File: config.mk
export PLATFORM = sky130hd
export DESIGN_NAME = vga_image_scan_flat
export DESIGN_NICKNAME = d
export VERILOG_FILES = /design/src/rtl/vga_image_scan_if.sv /design/src/rtl/vga_image_scan.sv /design/src/flat_wrapper.sv
export SDC_FILE = /design/constraint.sdc
export NUM_CORES = 1
export LEC_CHECK = 0
export CORE_MARGIN = 3
export CORE_UTILIZATION = 55
export CTS_CLUSTER_DIAMETER = 100
export DETAILED_ROUTE_END_ITERATION = 10
export GPL_TIMING_DRIVEN = 0
export PLACE_DENSITY_LB_ADDON = 0.08
export SLEW_MARGIN = 20
export SYNTH_ARGS = -nofsm -noshare
export SYNTH_HDL_FRONTEND = slang
export SYNTH_SLANG_ARGS = --single-unit
File: constraint.sdc
create_clock -name clk_25M -period 3 [get_ports clk_25M]
set_input_delay 0.6 -clock clk_25M [delete_from_list [all_inputs] [get_ports clk_25M]]
set_output_delay 0.6 -clock clk_25M [all_outputs]
set_load 0.02 [all_outputs]
File: src/rtl/vga_image_scan_if.sv
// Signal bundle between the VGA scanner, its image ROM and the VGA connector pins.
// The ROM link has no valid/ready: colour_data is taken ROM_LATENCY clocks after image_addr, with no backpressure.
interface vga_image_scan_if #(
  parameter int width    = 24,
  parameter int addrSize = 13
);
  logic [addrSize-1:0] image_addr;
  logic [width-1:0]    colour_data;
  logic [7:0]          vga_r;
  logic [7:0]          vga_g;
  logic [7:0]          vga_b;
  logic                vga_hs;
  logic                vga_vs;
  logic                vga_blank_n;
  logic                frame_start;

  modport master (
    output image_addr, vga_r, vga_g, vga_b, vga_hs, vga_vs, vga_blank_n, frame_start,
    input  colour_data
  );

  modport slave (
    input  image_addr, vga_r, vga_g, vga_b, vga_hs, vga_vs, vga_blank_n, frame_start,
    output colour_data
  );
endinterface

File: src/rtl/vga_image_scan.sv
// 640x480@60 VGA scanner: raster counters, incremental ROM addressing for a picture window,
// and a sync/blank pipe that matches the ROM latency so pins stay aligned.
module vga_image_scan #(
  parameter int H_ACTIVE    = 640,
  parameter int H_FP        = 16,
  parameter int H_SYNC      = 96,
  parameter int H_BP        = 48,
  parameter int V_ACTIVE    = 480,
  parameter int V_FP        = 10,
  parameter int V_SYNC      = 2,
  parameter int V_BP        = 33,
  parameter int IMG_W       = 80,
  parameter int IMG_H       = 80,
  parameter int IMG_X       = 0,
  parameter int IMG_Y       = 0,
  parameter int width       = 24,
  parameter int addrSize    = 13,
  parameter int ROM_LATENCY = 1,
  parameter logic [width-1:0] BG_COLOUR = '0
) (
  input  logic             clk_25M,
  input  logic             reset,
  vga_image_scan_if.master bus
);

  localparam int H_TOTAL = H_ACTIVE + H_FP + H_SYNC + H_BP;
  localparam int V_TOTAL = V_ACTIVE + V_FP + V_SYNC + V_BP;
  localparam int HW      = $clog2(H_TOTAL);
  localparam int VW      = $clog2(V_TOTAL);
  localparam int PIPE    = 1 + ROM_LATENCY;

  logic [HW-1:0]       r_h_cnt;
  logic [VW-1:0]       r_v_cnt;
  logic [addrSize-1:0] r_image_addr;
  logic [addrSize-1:0] r_next_addr;
  logic [PIPE-1:0]     r_vis_p, r_win_p, r_hs_p, r_vs_p, r_frame_p;
  logic [width-1:0]    r_rgb;
  logic                r_hs, r_vs, r_blank_n, r_frame_start;

  logic          w_h_wrap, w_v_wrap, w_visible, w_in_win, w_hs_n, w_vs_n, w_frame;
  logic [HW-1:0] w_h_rel;
  logic [VW-1:0] w_v_rel;

  assign w_h_wrap  = (r_h_cnt == HW'(H_TOTAL - 1));
  assign w_v_wrap  = (r_v_cnt == VW'(V_TOTAL - 1));
  assign w_visible = (r_h_cnt < HW'(H_ACTIVE)) && (r_v_cnt < VW'(V_ACTIVE));
  assign w_hs_n    = !((r_h_cnt >= HW'(H_ACTIVE + H_FP)) && (r_h_cnt < HW'(H_ACTIVE + H_FP + H_SYNC)));
  assign w_vs_n    = !((r_v_cnt >= VW'(V_ACTIVE + V_FP)) && (r_v_cnt < VW'(V_ACTIVE + V_FP + V_SYNC)));
  assign w_frame   = (r_h_cnt == '0) && (r_v_cnt == '0);

  // Positions left of / above the window wrap to large unsigned values, so one compare per axis suffices.
  assign w_h_rel   = r_h_cnt - HW'(IMG_X);
  assign w_v_rel   = r_v_cnt - VW'(IMG_Y);
  assign w_in_win  = w_visible && (w_h_rel < HW'(IMG_W)) && (w_v_rel < VW'(IMG_H));

  always_ff @(posedge clk_25M or negedge reset) begin
    if (!reset) begin
      r_h_cnt <= '0;
      r_v_cnt <= '0;
    end else if (w_h_wrap) begin
      r_h_cnt <= '0;
      r_v_cnt <= w_v_wrap ? '0 : r_v_cnt + 1'b1;
    end else begin
      r_h_cnt <= r_h_cnt + 1'b1;
    end
  end

  // r_next_addr counts windowed pixels issued this frame; image_addr holds between them.
  always_ff @(posedge clk_25M or negedge reset) begin
    if (!reset) begin
      r_image_addr <= '0;
      r_next_addr  <= '0;
    end else if (w_frame) begin
      r_image_addr <= '0;
      r_next_addr  <= {{(addrSize-1){1'b0}}, w_in_win};
    end else if (w_in_win) begin
      r_image_addr <= r_next_addr;
      r_next_addr  <= r_next_addr + 1'b1;
    end
  end

  always_ff @(posedge clk_25M or negedge reset) begin
    if (!reset) begin
      r_vis_p   <= '0;
      r_win_p   <= '0;
      r_hs_p    <= '1;
      r_vs_p    <= '1;
      r_frame_p <= '0;
    end else begin
      r_vis_p   <= {r_vis_p[PIPE-2:0],   w_visible};
      r_win_p   <= {r_win_p[PIPE-2:0],   w_in_win};
      r_hs_p    <= {r_hs_p[PIPE-2:0],    w_hs_n};
      r_vs_p    <= {r_vs_p[PIPE-2:0],    w_vs_n};
      r_frame_p <= {r_frame_p[PIPE-2:0], w_frame};
    end
  end

  // colour_data is only selected when the delayed window flag is set, keeping ROM X off the pins.
  always_ff @(posedge clk_25M or negedge reset) begin
    if (!reset) begin
      r_rgb         <= '0;
      r_hs          <= 1'b1;
      r_vs          <= 1'b1;
      r_blank_n     <= 1'b0;
      r_frame_start <= 1'b0;
    end else begin
      r_hs          <= r_hs_p[PIPE-1];
      r_vs          <= r_vs_p[PIPE-1];
      r_blank_n     <= r_vis_p[PIPE-1];
      r_frame_start <= r_frame_p[PIPE-1];
      if (!r_vis_p[PIPE-1])
        r_rgb <= '0;
      else if (r_win_p[PIPE-1])
        r_rgb <= bus.colour_data;
      else
        r_rgb <= BG_COLOUR;
    end
  end

  assign bus.image_addr  = r_image_addr;
  assign bus.vga_r       = r_rgb[width-1 -: 8];
  assign bus.vga_g       = r_rgb[width-9 -: 8];
  assign bus.vga_b       = r_rgb[7:0];
  assign bus.vga_hs      = r_hs;
  assign bus.vga_vs      = r_vs;
  assign bus.vga_blank_n = r_blank_n;
  assign bus.frame_start = r_frame_start;

endmodule

File: src/flat_wrapper.sv
// flat-port wrapper written by rule: the top's interface ports become plain ports
module vga_image_scan_flat 
#(
  parameter int H_ACTIVE    = 640,
  parameter int H_FP        = 16,
  parameter int H_SYNC      = 96,
  parameter int H_BP        = 48,
  parameter int V_ACTIVE    = 480,
  parameter int V_FP        = 10,
  parameter int V_SYNC      = 2,
  parameter int V_BP        = 33,
  parameter int IMG_W       = 80,
  parameter int IMG_H       = 80,
  parameter int IMG_X       = 0,
  parameter int IMG_Y       = 0,
  parameter int width       = 24,
  parameter int addrSize    = 13,
  parameter int ROM_LATENCY = 1,
  parameter logic [width-1:0] BG_COLOUR = '0
)
  (clk_25M, reset, bus_image_addr, bus_vga_r, bus_vga_g, bus_vga_b, bus_vga_hs, bus_vga_vs, bus_vga_blank_n, bus_frame_start, bus_colour_data);
  vga_image_scan_if #(.width(width), .addrSize(addrSize)) bus_i ();
  input  logic clk_25M;
  input  logic reset;
  output wire logic [$bits(bus_i.image_addr)-1:0] bus_image_addr;
  output wire logic [$bits(bus_i.vga_r)-1:0] bus_vga_r;
  output wire logic [$bits(bus_i.vga_g)-1:0] bus_vga_g;
  output wire logic [$bits(bus_i.vga_b)-1:0] bus_vga_b;
  output wire logic [$bits(bus_i.vga_hs)-1:0] bus_vga_hs;
  output wire logic [$bits(bus_i.vga_vs)-1:0] bus_vga_vs;
  output wire logic [$bits(bus_i.vga_blank_n)-1:0] bus_vga_blank_n;
  output wire logic [$bits(bus_i.frame_start)-1:0] bus_frame_start;
  input wire logic [$bits(bus_i.colour_data)-1:0] bus_colour_data;
  assign bus_image_addr = bus_i.image_addr;
  assign bus_vga_r = bus_i.vga_r;
  assign bus_vga_g = bus_i.vga_g;
  assign bus_vga_b = bus_i.vga_b;
  assign bus_vga_hs = bus_i.vga_hs;
  assign bus_vga_vs = bus_i.vga_vs;
  assign bus_vga_blank_n = bus_i.vga_blank_n;
  assign bus_frame_start = bus_i.frame_start;
  assign bus_i.colour_data = bus_colour_data;
  vga_image_scan #(.H_ACTIVE(H_ACTIVE), .H_FP(H_FP), .H_SYNC(H_SYNC), .H_BP(H_BP), .V_ACTIVE(V_ACTIVE), .V_FP(V_FP), .V_SYNC(V_SYNC), .V_BP(V_BP), .IMG_W(IMG_W), .IMG_H(IMG_H), .IMG_X(IMG_X), .IMG_Y(IMG_Y), .width(width), .addrSize(addrSize), .ROM_LATENCY(ROM_LATENCY), .BG_COLOUR(BG_COLOUR)) u_core (.clk_25M(clk_25M), .reset(reset), .bus(bus_i));
endmodule
# Word-level counts from Yosys, hierarchy flattened
# Index checks and enable logic that the tools add are counted.
[word_totals] reg_bits=84 word_cells=46
[op_classes] add_sub_neg=3 n_lt_le_gt_ge=8 n_eq_ne=2 muxes=8 n_reduce_logical=11
[op_table] op="$mux W13" count=4
[op_table] op="$mux W24" count=2
[op_table] op="$add A10 B1 Y10 const B" count=2
[op_table] op="$eq A10 B10 Y1 const B" count=2
[op_table] op="$logic_not A10 Y1" count=2
[op_table] op="$lt A10 B10 Y1 const B" count=2
[op_table] op="$lt A10 B7 Y1 const B" count=2
[op_table] op="$lt A10 B9 Y1 const B" count=2
[op_table] op="$mux W10" count=2
[op_table] op="$add A13 B1 Y13 const B" count=1
[op_table] op="$ge A10 B10 Y1 const B" count=1
[op_table] op="$ge A10 B9 Y1 const B" count=1
[op_table] op="$logic_and A1 B1 Y1" count=6
[op_table] op="$logic_not A1 Y1" count=2
[op_table] op="$reduce_bool A2 Y1" count=1

# Logic depth before layout (Yosys ltp)
# Gate-level depths: netlist of the first run.
[depth] ltp_word=6 depth_mapped=8 depth_no_buf=5

# Least setup slack after synthesis of the first run
# Ideal clock, no wire load.
[synth_path] path_kind="register -> register" start="register u_core.r_h_cnt[6]" end="register u_core.r_v_cnt[8]" setup_time_ps=69 arrival_ps=1844 setup_slack_ps=1087 path_stages_with_launch=6 path_cell_list="dfrtp_1 or4b_4 or3_1 clkbuf_2 or3_1 nand3_1"
[synth_via] elab_chain_cells=1
[synth_lines] item="start, declared" line="vga_image_scan.sv:32" text="logic [HW-1:0] r_h_cnt;"
[synth_lines] item="start signal, assigned" line="vga_image_scan.sv:64" text="r_h_cnt <= r_h_cnt + 1'b1;"
[synth_lines] item="$eq A10 B10 Y1" line="vga_image_scan.sv:44" text="assign w_h_wrap = (r_h_cnt == HW'(H_TOTAL - 1));"
[synth_lines] item="end signal, assigned" line="vga_image_scan.sv:62" text="r_v_cnt <= w_v_wrap ? '0 : r_v_cnt + 1'b1;"
[synth_lines] item="end, declared" line="vga_image_scan.sv:33" text="logic [VW-1:0] r_v_cnt;"
# Every way passes these cells.
# A chain may end at the register's enable or synchronous reset.

# Final worst setup path of the first run
[layout_path] start="register u_core.r_h_cnt[4]" end="register u_core.r_image_addr[6] (netlist: u_core.bus.image_addr[6])"
[layout_via] elab_chain_cells=5 word_cells_on_any_way=9
[layout_lines] item="$lt A10 B10 Y1" line="vga_image_scan.sv:46" text="assign w_visible = (r_h_cnt < HW'(H_ACTIVE)) && (r_v_cnt < VW'(V_ACTIVE));"
[layout_lines] item="$logic_and A1 B1 Y1" line="vga_image_scan.sv:46"
[layout_lines] item="$logic_and A1 B1 Y1 * (2 in series)" line="vga_image_scan.sv:54" text="assign w_in_win = w_visible && (w_h_rel < HW'(IMG_W)) && (w_v_rel < VW'(IMG_H));"
[layout_lines] item="net u_core.w_in_win" line="vga_image_scan.sv:40" text="logic w_h_wrap, w_v_wrap, w_visible, w_in_win, w_hs_n, w_vs_n, w_frame;"
[layout_lines] item="$reduce_bool A2 Y1 (no source line) *"
[layout_lines] item="end signal, assigned" line="vga_image_scan.sv:77" text="r_image_addr <= r_next_addr;"
[layout_lines] item="end, declared" line="vga_image_scan.sv:34" text="logic [addrSize-1:0] r_image_addr;"
# Mark *: on every way through the listed nets, which the timed path passes. The rest lies on a longest branch.

==> results of run 1 <==
## path summary, 6_finish.rpt
check / start / to / slack, ps / depth (start not counted)
worst max-delay path: u_core.r_h_cnt[4] / u_core.bus.image_addr[6] / 800 / 8
worst min-delay path: reset / u_core.r_h_cnt[4] / 160 / 1
worst max register to register: u_core.r_h_cnt[4] / u_core.bus.image_addr[6] / 800 / 8
worst min register to register: u_core.r_vis_p[0] / u_core.r_vis_p[1] / 350 / 0
max in group asynchronous: reset / u_core.r_vs_p[0] / 2200 / 2
min in group clk_25M: u_core.r_vis_p[0] / u_core.r_vis_p[1] / 350 / 0
## sequential cells by signal, summed over array words and instances, names as in the netlist, 2 cells and up
signal and cells:
u_core.r_win_p 2, u_core.r_frame_p 2, u_core.r_vis_p 2, u_core.r_vs_p 2
u_core.bus.image_addr 13, u_core.r_h_cnt 10, u_core.r_next_addr 13, u_core.r_v_cnt 10
u_core.r_rgb 24, u_core.r_hs_p 2
## metrics by stage
stage	setup slack [ps]	instance area (sq um)	total power, W
floorplan	1090	3410	0.00121
global placement	-1510	4160	0.00129
detailed placement	839	4190	0.00130
CTS	808	4390	0.00210
global route	541	4390	0.00217
finish	799	4390	0.00208
## cells in the mapped netlist (2+ instances only)
| cell | number | area share [%] |
|---|---|---|
| nor2_1 | 9 | 0.99 |
| or4_1 | 5 | 1.1 |
| a22o_1 | 3 | 0.77 |
| xor2_1 | 4 | 1.0 |
| nor3_1 | 6 | 0.88 |
| o211ai_1 | 4 | 0.88 |
| clkbuf_1 | 13 | 1.4 |
| nand3_1 | 10 | 1.5 |
| inv_1 | 7 | 0.77 |
| and3_1 | 32 | 5.9 |
| or3_1 | 9 | 1.7 |
| o21ai_0 | 26 | 3.8 |
| o31ai_1 | 5 | 1.1 |
| a21o_1 | 2 | 0.44 |
| xnor2_1 | 5 | 1.3 |
| nand2_1 | 37 | 4.1 |
| a31oi_1 | 2 | 0.37 |
| a21oi_1 | 11 | 1.6 |
| nand4_1 | 9 | 1.7 |
| dfrtp_1 | 78 | 57 |
| nor2b_1 | 3 | 0.55 |
| ha_1 | 5 | 1.8 |
| dfstp_2 | 6 | 4.6 |
| nor4b_1 | 2 | 0.51 |
## power breakdown
group | total [W] | internal [W] | switching, W
Clock | 0.000805 | 0.000431 | 0.000374
Sequential | 0.00115 | 0.00115 | 0.00000410
Combinational | 0.000124 | 0.0000675 | 0.0000565
## metal layers
metal  routed length [um]  vias up
met5                    0        -
met4                   89        0
met3                  530        9
met2                 3160      112
met1                 3230     1253
li1                     -     1256
## cell type report
class / count / area [sq um]
Clock inverter: 3 / 45.0
Fill cell: 404 / 1570
Buffer: 17 / 70.1
Timing Repair Buffer: 67 / 686
Tap cell: 75 / 93.8
Clock buffer: 13 / 159
Sequential cell: 84 / 2110
Inverter: 7 / 26.3
Multi-Input combinational cell: 202 / 1200
## worst max-delay path: cells and delay by family (launching register included)
| kind | cells | cell delay, ps |
|---|---|---|
| buffers and inverters | 4 | 1070 |
| DFF | 1 | 360 |
| and+or+nand+nor | 2 | 290 |
| AOI/OAI and AO/OA | 2 | 390 |
## cells by family (layout without fill, tap and decap cells)
| group | after synthesis | count (layout) | synth area share [%] |
|---|---|---|---|
| XOR/XNOR | 9 | 9 | 2.31 |
| multiplexers | 1 | 1 | 0.331 |
| AO/OA/AOI/OAI | 56 | 56 | 9.77 |
| AND/OR/NAND/NOR | 131 | 131 | 21.0 |
| flip-flops | 84 | 84 | 61.9 |
| adder cells (fa/ha/maj) | 5 | 5 | 1.84 |
| buffers and inverters | 24 | 107 | 2.83 |
==> flow_metrics.py, run 1 <==
metrics = {
    "run_status": {
        "status": "completed",
    },
    "power_and_ir_drop": {
        "leakagePower_nw": 1.91,
        "powerDensity_nw_per_um2": 474,
        "max-vdd-ir-drop_uv": 291,
    },
    "synth": {
        "synth_edf_count": 0,
        "synth.distinct_cells": 41,
        "netlist_area_sq_um": 3410,
        "synth_warnings": 0,
        "ys_ff_latch": 84,
        "ys.flop_type": "dfrtp_1",
        "async_flop_share_pct": 100,
        "netlist_instances": 310,
        "ys_seq_area_share_pct": 61.9,
        "synth_nets": 341,
        "postSynthAreaPerCell_sq_um": 11.0,
    },
    "grt": {
        "track_usage_pct": 21.2,
        "overflow": 0,
        "grt.busiest_layer": "met2",
        "grtUsageMet3_pct": 5.40,
        "antenna_found_initial": 0,
        "grtUsageMet1_pct": 30.7,
        "grt_util_met2_pct": 32.2,
        "grt_first_pass_wirelength_mm": 12.3,
        "first_global_vias": 2536,
        "grt_max_degree": 61,
    },
    "critical_path": {
        "crit_chain": "buf_4, o21ai_0, nand4_1, clkbuf_1, inv_1, buf_1, nand2_1, o21ai_0",
        "cp.required_ps": 3260,
        "critPathCaptureType": "flip-flop",
        "crit_type": "reg -> reg",
        "start_kind": "flip-flop",
        "cp_max_fo": 10,
        "crit_top_cell": "o21ai_0",
        "crit_arrival_ps": 2460,
        "cpPeakStageDelay_ps": 440,
        "worst_path_max_delay_cell": "buf_1",
    },
    "timing": {
        "finalCriticalPeriod_ps": 2200,
        "worst_slew_pin_slew_ps": 505,
        "setup_viol": 0,
        "fin_setup_tns_ps": 0,
        "relSlewSlack_pct": 66.3,
        "rsz0062_at_grt": "false",
        "fin_crit_sh_pct": 73.4,
        "final-hold-violation-count": 0,
        "fmax_mhz": 454,
        "fin_skew_ps": 8.17,
        "drv_slew": 0,
        "hold-worst-slack_ps": 164,
    },
    "floorplanning": {
        "ios": 67,
        "core.rowCount": 28,
        "die_area_sq_um": 7170,
        "dieWidth_um": 84.7,
        "initial_core_util_pct": 57.2,
        "fp.dieH_um": 84.7,
        "core_area_sq_um": 5960,
    },
    "drt": {
        "drt-total-wl_mm": 7.01,
        "via_per_inst": 5.62,
        "vias": 2630,
        "drtPass1Iterations": 4,
        "wl_per_cell_um": 15.0,
        "drtAntennaViolNets": 0,
        "drcViolationCount": 0,
        "drt_iter0_markers": 179,
    },
    "clocking": {
        "cts_setup_buffers": 0,
        "worstSkewPairLatency_ps": 340,
        "clockRootBuffer": "clkbuf_8",
        "clk_pin_slew_ps": 80,
        "clock_sinks": 84,
        "numCtsBuffers": 9,
        "cts_buffer_depth": 2,
        "htree_levels": 3,
        "tritoncts": "done",
        "hold_buffers": 0,
        "ctsResizeCount": 0,
    },
    "cells_and_area": {
        "fin_nets": 419,
        "area_delta_synth_final_pct": 28.9,
        "fin_util_pct": 73.7,
        "drive_gt1_share_pct": 7.63,
        "final_common_cell": "dfrtp_1",
        "final_cell_mix": "dfrtp_1 (78), clkdlybuf4s50_1 (65), nand2_1 (37), and3_1 (32), o21ai_0 (26)",
        "final_cells": 468,
        "diodes": 0,
    },
    "placed_design": {
        "placed_cells": 452,
        "dpl.hpwl_mm": 4.92,
        "io_buffers": 66,
        "gp_congestion": 0.840,
    },
    "flow_run": {
        "maxCapViolations": 0,
    },
    "worst_hold_path": {
        "hp-class": "in -> async",
    },
}
Note: power is estimated with default switching activity, not from simulation.
==> run 2, diff against run 1 <==
--- a/config.mk
+++ b/config.mk
@@ -6,7 +6,7 @@
 export NUM_CORES = 1
 export LEC_CHECK = 0
 export CORE_MARGIN = 3
-export CORE_UTILIZATION = 55
+export CORE_UTILIZATION = 51
 export CTS_CLUSTER_DIAMETER = 100
 export DETAILED_ROUTE_END_ITERATION = 10
 export GPL_TIMING_DRIVEN = 0
==> constraint.sdc (replaced) <==
create_clock -name clk_25M -period 2.14 [get_ports clk_25M]
set_input_delay 0.428 -clock clk_25M [delete_from_list [all_inputs] [get_ports clk_25M]]
set_output_delay 0.428 -clock clk_25M [all_outputs]
set_load 0.02 [all_outputs]
==> run 2 against run 1 <==
Against the previous run:
- design area grew 1.4%
- fmax grew 7.1%
- clock skew grew 3.1 ps
- wire length grew 6.3%
- global-route usage shrank 0.81 points
==> flow_metrics.py, run 2 (same netlist as run 1, synthesis figures left out) <==
metrics = {
    "run_status": {
        "status": "completed",
    },
    "floorplanning": {
        "initial_core_util_pct": 53.0,
        "ios": 67,
        "fp.dieH_um": 87.7,
        "die_area_sq_um": 7690,
        "dieWidth_um": 87.7,
        "core_area_sq_um": 6420,
        "core.rowCount": 29,
    },
    "cells_and_area": {
        "final_common_cell": "dfrtp_1",
        "diodes": 0,
        "final_cell_mix": "dfrtp_1 (77), clkdlybuf4s50_1 (65), nand2_1 (37), and3_1 (32), o21ai_0 (26)",
        "fin_nets": 420,
        "fin_area_sq_um": 4450,
        "area_delta_synth_final_pct": 30.7,
        "top_register": "u_core.r_rgb",
        "fin_util_pct": 69.3,
        "drive_gt1_share_pct": 9.90,
        "largest_reg_flops": 24,
    },
    "timing": {
        "fin_skew_ps": 11.3,
        "relSlewSlack_pct": 69.4,
        "fmax_mhz": 486,
        "fin_crit_sh_pct": 96.1,
        "final-hold-violation-count": 0,
        "setup_viol": 0,
        "rsz0062_at_grt": "false",
        "drv_slew": 0,
        "finalCriticalPeriod_ps": 2060,
        "worst_slew_pin_slew_ps": 460,
        "hold-worst-slack_ps": 14.6,
    },
    "worst_hold_path": {
        "hp-class": "in -> async",
    },
    "critical_path": {
        "cpPeakStageDelay_ps": 560,
        "startpoint": "u_core.r_h_cnt[7]",
        "cp_max_fo": 7,
        "cp.required_ps": 2420,
        "r2r-start": "u_core.r_h_cnt[7]",
        "crit_chain": "or4b_4, or3_1, clkbuf_2, or3_1, nand3_1",
        "crit_buf_inv": 1,
        "r2r_end": "u_core.r_v_cnt[8]",
        "crit_type": "reg -> reg",
        "path_depth": 5,
        "crit_arrival_ps": 2330,
        "regToRegSetupSlack_ps": 80,
        "timing.critical_path.to": "u_core.r_v_cnt[8]",
        "crit_top_cell": "or3_1",
        "worst_path_max_delay_cell": "or4b_4",
        "start_kind": "flip-flop",
        "critPathCaptureType": "flip-flop",
        "r2r_cells": 5,
        "crit_family": "simple AND/OR/NAND/NOR gates",
    },
    "grt": {
        "antenna_found_initial": 0,
        "grtUsageMet3_pct": 3.76,
        "grt_max_degree": 54,
        "first_global_vias": 2525,
        "track_usage_pct": 20.4,
        "grt.busiest_layer": "met2",
        "grt_util_met2_pct": 31.6,
        "overflow": 0,
        "grt_first_pass_wirelength_mm": 12.1,
        "grtUsageMet1_pct": 28.1,
    },
    "power_and_ir_drop": {
        "max-vdd-ir-drop_uv": 580,
        "powerDensity_nw_per_um2": 693,
        "leakagePower_nw": 1.95,
    },
    "clocking": {
        "clk_pin_slew_ps": 80,
        "numCtsBuffers": 9,
        "clock_sinks": 84,
        "hold_buffers": 0,
        "worstSkewPairLatency_ps": 340,
        "clockRootBuffer": "clkbuf_8",
        "tritoncts": "done",
        "htree_levels": 3,
        "cts_buffer_depth": 2,
    },
    "drt": {
        "drt-total-wl_mm": 7.46,
        "via_per_inst": 5.68,
        "drt_iter0_markers": 179,
        "drcViolationCount": 0,
        "vias": 2677,
        "drtAntennaViolNets": 0,
        "drtPass1Iterations": 4,
        "wl_per_cell_um": 15.8,
    },
    "placed_design": {
        "dpl.hpwl_mm": 5.11,
        "io_buffers": 66,
        "post_dp_cell_area_sq_um": 4190,
        "gp_congestion": 0.857,
    },
    "flow_run": {
        "maxCapViolations": 0,
    },
}
## run 2: through the flow
stage / power (W) / setup WS, ps / setup TNS, ps / cells
after floorplan: 0.00169 / 227 / 0 / 310
after global placement: 0.00182 / -2260 / -183860 / 453
after detailed placement: 0.00182 / 1.19 / 0 / 454
after CTS: 0.00311 / 77.4 / 0 / 469
after global routing: 0.00319 / 1.53 / 0 / 471
final: 0.00308 / 83.9 / 0 / 471
## run 2: final cells by class
cell class / instances / area [sq um]
Buffer: 16 / 68.8
Clock buffer: 13 / 169
Clock inverter: 3 / 68.8
Fill cell: 495 / 1970
Inverter: 7 / 30.0
Multi-Input combinational cell: 202 / 1210
Sequential cell: 84 / 2110
Tap cell: 77 / 96.3
Timing Repair Buffer: 69 / 701
## run 2: repair_timing
| action | CTS | global route |
|---|---|---|
| endpoints found under the hold margin | 0 | 0 |
| endpoints found under the setup margin | 1 | 26 |
| gates cloned | 0 | 0 |
| setup buffers | 0 | 2 |
| gates resized for setup | 1 | 7 |
## run 2: per-layer routing
metal | vias up | wire [um]
met5 | - | 0
met1 | 1309 | 3490
li1 | 1258 | -
met3 | 6 | 427
met2 | 104 | 3440
met4 | 0 | 99
## run 2: where the power goes
group / internal (W) / switching [W]
registers: 0.00161 / 0.00000637
clock network: 0.000756 / 0.000536
logic: 0.0000948 / 0.0000804
total: 0.00246 / 0.000623
## run 2: how the worst min path moves through the flow
| stage | to | slack [ps] | cells after the start |
|---|---|---|---|
| 2_1_floorplan | u_core.bus.frame_start | 130 | 0 |
| 3_3_place_gp | u_core.r_win_p[1] | 330 | 0 |
| 3_5_place_dp | u_core.r_vis_p[1] | 340 | 0 |
| 4_1_cts | u_core.r_rgb[16] | 9 | 1 |
| 5_1_grt | u_core.r_rgb[7] | 30 | 1 |
| 6_report | u_core.r_rgb[8] | 10 | 1 |
